[config.mk]
export PLATFORM = sky130hd
export DESIGN_NAME = mul_seq_ctrl_flat
export DESIGN_NICKNAME = d
export VERILOG_FILES = /design/src/rtl/mul_seq_ctrl_if.sv /design/src/rtl/mul_seq_ctrl.sv /design/src/flat_wrapper.sv
export SDC_FILE = /design/constraint.sdc
export NUM_CORES = 1
export LEC_CHECK = 0
export CAP_MARGIN = 10
export CORE_MARGIN = 4
export CORE_UTILIZATION = 60
export CTS_BUF_LIST = sky130_fd_sc_hd__clkbuf_16
export CTS_CLUSTER_DIAMETER = 150
export DETAILED_ROUTE_END_ITERATION = 16
export GPL_TIMING_DRIVEN = 0
export PLACE_DENSITY = 0.82
export SKIP_LAST_GASP = 1
export SLEW_MARGIN = 0
export SYNTH_ARGS = -nofsm -noshare
export SYNTH_HDL_FRONTEND = slang
export SYNTH_SLANG_ARGS = --single-unit
[constraint.sdc]
create_clock -name clk_i -period 4.76 [get_ports clk_i]
set_input_delay 0.476 -clock clk_i [delete_from_list [all_inputs] [get_ports clk_i]]
set_output_delay 0.476 -clock clk_i [all_outputs]
set_load 0.05 [all_outputs]
[src/rtl/mul_seq_ctrl_if.sv]
`default_nettype none
// +------------------------------------------------------------------+
// | mul_seq_ctrl_if : request/result bundle of the shift-add multiplier |
// | Rev 1.0                                                           |
// +------------------------------------------------------------------+
interface mul_seq_ctrl_if #(
  parameter int WIDTH = 24
);
  logic               start;
  logic               is_signed;
  logic [WIDTH-1:0]   a;
  logic [WIDTH-1:0]   b;
  logic               abort;
  logic               ready;
  logic               busy;
  logic               done;
  logic [2*WIDTH-1:0] product;

  modport master (
    output start, is_signed, a, b, abort,
    input  ready, busy, done, product
  );

  modport slave (
    input  start, is_signed, a, b, abort,
    output ready, busy, done, product
  );
endinterface
`default_nettype wire

[src/rtl/mul_seq_ctrl.sv]
`default_nettype none
// +------------------------------------------------------------------+
// | mul_seq_ctrl : fixed-latency sequential shift-add multiplier ctrl  |
// | Rev 1.0                                                           |
// +------------------------------------------------------------------+
module mul_seq_ctrl #(
  parameter int WIDTH = 24,
  parameter int CNT_W = 5
) (
  input  wire           clk_i,
  input  wire           rst_i,
  mul_seq_ctrl_if.slave bus
);

  localparam logic [1:0] S_IDLE = 2'd0;
  localparam logic [1:0] S_RUN  = 2'd1;
  localparam logic [1:0] S_DONE = 2'd2;

  logic [1:0]         state_q,   state_d;
  logic [2*WIDTH-1:0] mcand_q,   mcand_d;
  logic [WIDTH-1:0]   mplier_q,  mplier_d;
  logic [2*WIDTH-1:0] acc_q,     acc_d;
  logic [CNT_W-1:0]   cnt_q,     cnt_d;
  logic               neg_q,     neg_d;
  logic [2*WIDTH-1:0] product_q, product_d;

  logic               accept;
  logic [WIDTH-1:0]   a_mag;
  logic [WIDTH-1:0]   b_mag;
  logic [2*WIDTH-1:0] acc_next;

  assign bus.ready   = (state_q != S_RUN);
  assign bus.busy    = (state_q == S_RUN);
  assign bus.done    = (state_q == S_DONE);
  assign bus.product = product_q;

  assign accept = bus.start && bus.ready;

  // -2**(W-1) negates to itself, which read as unsigned is the correct magnitude.
  assign a_mag = (bus.is_signed && bus.a[WIDTH-1]) ? -bus.a : bus.a;
  assign b_mag = (bus.is_signed && bus.b[WIDTH-1]) ? -bus.b : bus.b;

  // mcand_q is pre-shifted each cycle, so it always equals the original mcand << cnt.
  assign acc_next = mplier_q[0] ? (acc_q + mcand_q) : acc_q;

  always_comb begin
    state_d   = state_q;
    mcand_d   = mcand_q;
    mplier_d  = mplier_q;
    acc_d     = acc_q;
    cnt_d     = cnt_q;
    neg_d     = neg_q;
    product_d = product_q;

    case (state_q)
      S_IDLE, S_DONE: begin
        if (accept) begin
          state_d  = S_RUN;
          mcand_d  = {{WIDTH{1'b0}}, a_mag};
          mplier_d = b_mag;
          neg_d    = bus.is_signed && (bus.a[WIDTH-1] ^ bus.b[WIDTH-1]);
          acc_d    = '0;
          cnt_d    = '0;
        end else begin
          state_d = S_IDLE;
        end
      end
      S_RUN: begin
        if (bus.abort) begin
          state_d = S_IDLE;
        end else begin
          acc_d    = acc_next;
          mcand_d  = mcand_q << 1;
          mplier_d = mplier_q >> 1;
          cnt_d    = cnt_q + CNT_W'(1);
          if (cnt_q == CNT_W'(WIDTH - 1)) begin
            product_d = neg_q ? -acc_next : acc_next;
            state_d   = S_DONE;
          end
        end
      end
      default: state_d = S_IDLE;
    endcase
  end

  always_ff @(posedge clk_i) begin
    if (rst_i) begin
      state_q   <= S_IDLE;
      mcand_q   <= '0;
      mplier_q  <= '0;
      acc_q     <= '0;
      cnt_q     <= '0;
      neg_q     <= 1'b0;
      product_q <= '0;
    end else begin
      state_q   <= state_d;
      mcand_q   <= mcand_d;
      mplier_q  <= mplier_d;
      acc_q     <= acc_d;
      cnt_q     <= cnt_d;
      neg_q     <= neg_d;
      product_q <= product_d;
    end
  end

endmodule
`default_nettype wire

[src/flat_wrapper.sv]
// flat-port wrapper written by rule: the top's interface ports become plain ports
module mul_seq_ctrl_flat 
#(
  parameter int WIDTH = 24,
  parameter int CNT_W = 5
)
  (clk_i, rst_i, bus_start, bus_is_signed, bus_a, bus_b, bus_abort, bus_ready, bus_busy, bus_done, bus_product);
  mul_seq_ctrl_if #(.WIDTH(WIDTH)) bus_i ();
  input  wire clk_i;
  input  wire rst_i;
  input wire logic [$bits(bus_i.start)-1:0] bus_start;
  input wire logic [$bits(bus_i.is_signed)-1:0] bus_is_signed;
  input wire logic [$bits(bus_i.a)-1:0] bus_a;
  input wire logic [$bits(bus_i.b)-1:0] bus_b;
  input wire logic [$bits(bus_i.abort)-1:0] bus_abort;
  output wire logic [$bits(bus_i.ready)-1:0] bus_ready;
  output wire logic [$bits(bus_i.busy)-1:0] bus_busy;
  output wire logic [$bits(bus_i.done)-1:0] bus_done;
  output wire logic [$bits(bus_i.product)-1:0] bus_product;
  assign bus_i.start = bus_start;
  assign bus_i.is_signed = bus_is_signed;
  assign bus_i.a = bus_a;
  assign bus_i.b = bus_b;
  assign bus_i.abort = bus_abort;
  assign bus_ready = bus_i.ready;
  assign bus_busy = bus_i.busy;
  assign bus_done = bus_i.done;
  assign bus_product = bus_i.product;
  mul_seq_ctrl #(.WIDTH(WIDTH), .CNT_W(CNT_W)) u_core (.clk_i(clk_i), .rst_i(rst_i), .bus(bus_i));
endmodule
==> results of run 1 <==
## synthesized netlist by cell type, types with 10 or more instances
| cell | n | area [µm²] |
|---|---|---|
| a211oi_1 | 51 | 382.9 |
| a21o_1 | 24 | 180.2 |
| a21oi_1 | 211 | 1056 |
| a31oi_1 | 28 | 175.2 |
| buf_1 | 12 | 45.04 |
| clkbuf_1 | 103 | 386.6 |
| dfxtp_1 | 176 | 3523 |
| ha_1 | 51 | 638.1 |
| inv_1 | 29 | 108.9 |
| mux2i_1 | 11 | 110.1 |
| nand2_1 | 214 | 803.3 |
| nand2b_1 | 13 | 81.33 |
| nand3_1 | 78 | 390.4 |
| nand3b_1 | 10 | 75.07 |
| nand4_1 | 33 | 206.5 |
| nor2_1 | 221 | 829.6 |
| nor3_1 | 53 | 265.3 |
| nor4_1 | 18 | 112.6 |
| o211ai_1 | 15 | 112.6 |
| o21a_1 | 18 | 135.1 |
| o21ai_0 | 79 | 395.4 |
| o31ai_1 | 16 | 120.1 |
| or3_1 | 26 | 162.7 |
| xnor2_1 | 48 | 420.4 |
| xor2_1 | 40 | 350.3 |
## worst reg2reg max path, cell delays in order (launching register included)
cell      delay, ns
dfxtp_1        0.31
buf_2          0.22
buf_2          0.34
clkbuf_2       0.41
clkbuf_1       0.45
clkbuf_1       0.47
clkbuf_1       0.63
buf_1          0.68
a21oi_1        0.28
nor4_1         0.39
mux2i_1        0.24
nor3_1         0.06
## sequential cells by signal, indices dropped and copies added (netlist names)
| register | count |
|---|---|
| u_core.mcand_q | 48 |
| u_core.neg_q | 1 |
| u_core.cnt_q | 5 |
| u_core.acc_q | 48 |
| u_core.bus.product | 48 |
| u_core.mplier_q | 24 |
| u_core.state_q | 2 |
## what timing repair did
action / CTS / global route
pin swaps: 0 / 2
setup buffers: 0 / 5
resized for setup: 1 / 16
endpoints found under the setup margin: 3 / 16
## report_power, final
part | switching, W | leakage [nW] | internal, W
sequential | 0.0000370 | 1.43 | 0.00151
clock | 0.000653 | 0.291 | 0.000832
combinational | 0.000546 | 3.66 | 0.000266
total | 0.00124 | 5.38 | 0.00261
## cell type report
class / instances / area (µm²) / share of cell area [%]
Multi-Input combinational cell: 1436 / 8690 / 58.63
Sequential cell: 176 / 3523 / 23.77
Timing Repair Buffer: 107 / 1059 / 7.142
Buffer: 125 / 485.5 / 3.275
Clock buffer: 17 / 425.4 / 2.870
Tap cell: 275 / 344.1 / 2.321
Clock inverter: 15 / 180.2 / 1.216
Inverter: 30 / 112.6 / 0.7598
Antenna cell: 1 / 2.502 / 0.01688
## cells in the final DEF (no fill, tap or decap), types with 8 or more instances in the layout
master           synthesis  routed
nand3b_1                10      10
clkdlybuf4s50_1          0     102
clkbuf_16                0      17
o21ai_0                 79      79
o31ai_1                 16      16
a211oi_1                51      47
nor3_1                  53      53
clkbuf_1               103      99
a21oi_1                211     210
nand2b_1                13      13
a22o_1                   8       8
nand3_1                 78      77
o21a_1                  18      18
mux2_2                   8       8
mux2i_1                 11      11
nor2b_1                  9       9
nand2_1                214     214
inv_1                   29      30
nor4_1                  18      18
a211o_1                  9       9
ha_1                    51      51
a21o_1                  24      24
dfxtp_1                176     176
a311oi_1                 9       9
buf_1                   12      13
xor2_1                  40      40
or3_1                   26      26
buf_2                    9       9
nor2_1                 221     221
xnor2_1                 48      48
nand4_1                 33      33
o211ai_1                15      15
a31oi_1                 28      28
## per-stage QoR
stage | setup slack [ns] | hold WS [ns]
finish | 0.1476 | 0.4500
global route | 0.001191 | 0.4730
CTS | 0.04867 | 0.4520
detailed placement | -0.1021 | 0.4428
global placement | -0.1367 | 0.4388
floorplan | 0.8939 | 0.4322
## per-layer routing
metal / up-vias / GRT usage, % / routed length [µm]
met2: 951 / 60.50 / 20370
met3: 204 / 9.795 / 6047
met1: 6707 / 50.00 / 18430
met4: 0 / 19.01 / 2543
li1: 6701 / - / -
met5: - / 0 / 0
## worst paths after layout
kind                          startpoint                endpoint  slack [ns]  cells past startpoint
setup / recovery      u_core.mplier_q[0]  u_core.bus.product[45]        0.15                     11
setup reg to reg      u_core.mplier_q[0]  u_core.bus.product[45]        0.15                     11
hold / removal    u_core.bus.product[28]  u_core.bus.product[28]        0.45                      2
hold reg to reg   u_core.bus.product[28]  u_core.bus.product[28]        0.45                      2
## cell families after synthesis
kind of cell,synth area share [%]
simple gates,26.63
compound gates,28.16
flops,27.64
buf+inv,4.663
xor+xnor,6.047
fa+ha+maj,5.163
mux,1.688
==> results.py, run 1 <==
metrics = {
    "detailed_routing": {
        "viasPerCell": 6.674,
        "wl_mm": 47.39,
        "ant_nets": 0,
        "dr_total_vias": 14563,
        "firstDrtPassIters": 6,
        "wl_per_cell_um": 21.72,
        "first_iter_violations": 1695,
        "drc_errors": 0,
    },
    "global_routing": {
        "grt_pass1_wl_mm": 73.57,
        "grt_pass1_vias": 13618,
        "overflow": 0,
        "grt_max_degree": 17,
        "antenna_found_initial": 2,
        "grtUsageTotal_pct": 38.74,
    },
    "yosys": {
        "ys_seq_elements": 176,
        "synth-warning-count": 0,
        "synth.cell_area_mm2": 0.01275,
        "yosysUniqueCellTypes": 85,
        "synth-async-reset-ratio_pct": 0,
        "avgSynthCellArea_um2": 7.213,
        "synth_nets": 1872,
        "postSynthCellCount": 1767,
        "yosysSeqAreaShare_pct": 27.64,
        "synth_edf_count": 0,
        "synthFlopType": "dfxtp_1",
    },
    "power_and_ir_drop": {
        "powerDensity_mw_per_mm2": 259.5,
        "peakVddDrop_mv": 0.2525,
        "finalPower_w": 0.003846,
        "leakage_nw": 5.383,
    },
    "worst_setup_path": {
        "cpMaxStageDelayCell": "buf_1",
        "crit_top_cell": "clkbuf_1",
        "crit_buf_inv": 7,
        "end_kind": "register",
        "worst_ep_required_time_ns": 5.06,
        "arrival_ns": 4.91,
        "crit_fanout": 10,
        "crit_type": "reg2reg",
        "crit_chain": "buf_2 -> buf_2 -> clkbuf_2 -> clkbuf_1 -> clkbuf_1 -> clkbuf_1 -> buf_1 -> a21oi_1 -> nor4_1 -> mux2i_1 -> nor3_1",
        "cp_top_family": "buffers and inverters",
        "startpoint_type": "register",
        "slowest_delay_ns": 0.67,
    },
    "floorplanning": {
        "fp.dieW_um": 153.8,
        "start_util_pct": 60.83,
        "placementRows": 53,
        "die_h_um": 153.8,
        "die_area_mm2": 0.02364,
        "coreArea_mm2": 0.02096,
        "ioPinCount": 104,
    },
    "clock_tree": {
        "cts_num_sinks": 176,
        "cts_buffers": 17,
        "clk_latency_ns": 0.45,
        "cts.htree.levels": 4,
        "clkTransAtPathRegs_ns": 0.07,
        "cts_root_buf": "clkbuf_16",
        "postCtsHoldBufs": 0,
        "cts_tree": "built",
        "clock_path_buffers": 2,
    },
    "final_layout": {
        "finalNonFillerCells": 2182,
        "area_delta_synth_final_pct": 16.29,
        "fillCellCount": 1830,
        "post-route-util_pct": 70.73,
        "drive_gt1_share_pct": 5.352,
        "nets": 1998,
        "postLayoutCellArea_mm2": 0.01482,
    },
    "timing": {
        "slew_headroom_pct": 14.44,
        "period_share_pct": 96.90,
        "finalCriticalPeriod_ns": 4.612,
        "worst_slew_pin_slew_ns": 1.273,
        "rsz0062_at_grt": "false",
        "max_freq_mhz": 216.8,
        "setup_tns_ns": 0,
        "skew_ns": 0.01489,
        "hold_violations": 0,
        "finalMaxSlewViolations": 0,
        "setup_viol": 0,
    },
    "min_path": {
        "hold_path_class": "reg2reg",
    },
    "place": {
        "place_congestion": 1.060,
        "hpwl_mm": 36.66,
        "io_buffers": 102,
        "dp.cells": 2144,
        "placed_area_mm2": 0.01411,
    },
    "status": {
        "run_status": "completed",
    },
    "flow_run": {
        "cap_violations": 0,
    },
}
Note: power is estimated with default switching activity, not from simulation.
==> run 2: changes to the inputs <==
- SKIP_LAST_GASP: 1 -> unset
- SLEW_MARGIN: 0 -> 20
==> run 2 against run 1 <==
  * Power about the same
  * Final area is essentially flat
  * Combinational power is essentially flat
  * Non-clock buffer count unchanged
  * Clock-buffer cell count unchanged
  * Clock skew fell by 0.00089 ns
  * Via count is essentially flat
  * Final cell count hardly changed
  * Critical path depth stayed put
  * Fmax is 0.47% lower
  * Register-to-register slack got worse by 0.02 ns
  * Clock power about the same
  * Critical path type unchanged
  * Highest routed layer is now met5
==> results.py, run 2 (synthesized netlist as in run 1, its figures left out) <==
metrics = {
    "status": {
        "run_status": "completed",
    },
    "detailed_routing": {
        "first_iter_violations": 1826,
        "drc_errors": 0,
        "dr_total_vias": 14552,
        "wl_per_cell_um": 21.77,
        "firstDrtPassIters": 6,
        "viasPerCell": 6.672,
        "ant_nets": 0,
        "wl_mm": 47.49,
    },
    "place": {
        "io_buffers": 102,
        "dp_worst_setup_slack_ns": -0.1021,
        "place_congestion": 1.060,
        "dp.cells": 2144,
        "hpwl_mm": 36.66,
    },
    "final_layout": {
        "multi_input_area_mm2": 0.008695,
        "nets": 1998,
        "final_common_cell": "nor2_1",
        "antenna_cells": 0,
        "ff_latch_area_mm2": 0.003523,
        "finalNonFillerCells": 2181,
        "final_cell_mix": "nor2_1 (221), nand2_1 (214), a21oi_1 (210), dfxtp_1 (176), clkdlybuf4s50_1 (102)",
        "area_delta_synth_final_pct": 16.30,
        "fillCellCount": 1829,
        "drive_gt1_share_pct": 5.404,
    },
    "floorplanning": {
        "ioPinCount": 104,
        "die_h_um": 153.8,
        "placementRows": 53,
        "start_util_pct": 60.83,
        "coreArea_mm2": 0.02096,
        "fp.dieW_um": 153.8,
        "die_area_mm2": 0.02364,
    },
    "global_routing": {
        "top_usage_layer": "met2",
        "use_met2_pct": 60.50,
        "grt_pass1_vias": 13618,
        "grt_max_degree": 17,
        "grt_pass1_wl_mm": 73.57,
        "grtUsageTotal_pct": 38.74,
        "overflow": 0,
        "use_met1_pct": 50.00,
        "antenna_found_initial": 2,
        "use_met3_pct": 9.795,
    },
    "power_and_ir_drop": {
        "powerDensity_mw_per_mm2": 259.5,
        "peakVddDrop_mv": 0.2529,
        "leakage_nw": 5.385,
    },
    "timing": {
        "hold_violations": 0,
        "slew_headroom_pct": 14.64,
        "skew_ns": 0.01400,
        "rsz0062_at_grt": "false",
        "setup_viol": 0,
        "period_share_pct": 97.36,
        "fin_ws_ns": 0.1257,
        "finalCriticalPeriod_ns": 4.634,
        "worst_slew_pin_slew_ns": 1.270,
        "max_freq_mhz": 215.8,
        "finalMaxSlewViolations": 0,
    },
    "clock_tree": {
        "cts_buffers": 17,
        "cts_tree": "built",
        "clkTransAtPathRegs_ns": 0.07,
        "postCtsHoldBufs": 0,
        "cts_root_buf": "clkbuf_16",
        "clk_latency_ns": 0.45,
        "cts_num_sinks": 176,
        "clock_path_buffers": 2,
        "cts.htree.levels": 4,
    },
    "min_path": {
        "hold_path_class": "reg2reg",
    },
    "worst_setup_path": {
        "crit_type": "reg2reg",
        "end_kind": "register",
        "r2r_setup_slack_ns": 0.13,
        "crit_fanout": 10,
        "startpoint_type": "register",
        "worst_ep_required_time_ns": 5.06,
        "arrival_ns": 4.93,
    },
    "flow_run": {
        "cap_violations": 0,
    },
}
-- run 2: cell types whose count changed in the layout (fill, tap and decap cells not counted) --
cell / before / now
diode_2: 1 / 0
o31ai_1: 16 / 15
o31ai_2: 1 / 2
-- run 2: path summary, 6_finish.rpt --
kind,startpoint,end,cells past startpoint
worst min register to register,u_core.bus.product[28],u_core.bus.product[28],2
worst max register to register,u_core.mplier_q[0],u_core.bus.product[45],11
worst min-delay path,u_core.bus.product[28],u_core.bus.product[28],2
worst max-delay path,u_core.mplier_q[0],u_core.bus.product[45],11
-- run 2: per-stage QoR --
stage               total power [W]  setup TNS, ns  instance area, µm²  util, %  hold slack [ns]
floorplan                  0.002073              0               12750        -           0.4322
global route               0.003957              0               14820    70.74           0.4730
CTS                        0.003788              0               14720    70.24           0.4520
detailed placement         0.002340        -0.2104               14110    67.34           0.4428
finish                     0.003847              0               14820    70.74           0.4502
global placement           0.002324        -0.2572               14110    67.34           0.4388
-- run 2: worst max-delay path: stages (launching register included) --
cell	delay, ns
dfxtp_1	0.31
buf_2	0.22
buf_2	0.34
clkbuf_2	0.41
clkbuf_1	0.44
clkbuf_1	0.47
clkbuf_1	0.64
buf_1	0.68
a21oi_1	0.27
nor4_1	0.39
mux2i_1	0.24
nor3_1	0.06
-- run 2: final cells by class --
| type | instances | share of cell area [%] |
|---|---|---|
| multi-input combinational | 1436 | 58.65 |
| sequential | 176 | 23.77 |
| timing repair buffer | 107 | 7.140 |
| buffer | 125 | 3.275 |
| clock buffer | 17 | 2.870 |
| tap | 275 | 2.321 |
| clock inverter | 15 | 1.215 |
| inverter | 30 | 0.7596 |
-- run 2: timing repair --
item	4_1_cts	5_1_grt
endpoints found under the setup margin	3	16
gates resized for setup	1	16
pin swaps	0	2
buffers inserted	0	5
-- run 2: report_power, final --
part / total [W] / switching (W) / internal [W]
Combinational: 0.000812 / 0.000546 / 0.000266
Clock: 0.00148 / 0.000652 / 0.000832
Sequential: 0.00155 / 0.0000371 / 0.00151
Total: 0.00385 / 0.00124 / 0.00261
-- run 2: per-layer routing --
layer | vias up | share of wire, %
met5 | - | 0.019
met4 | 2 | 5.1
met3 | 194 | 12
met2 | 974 | 43
met1 | 6697 | 39
li1 | 6685 | -
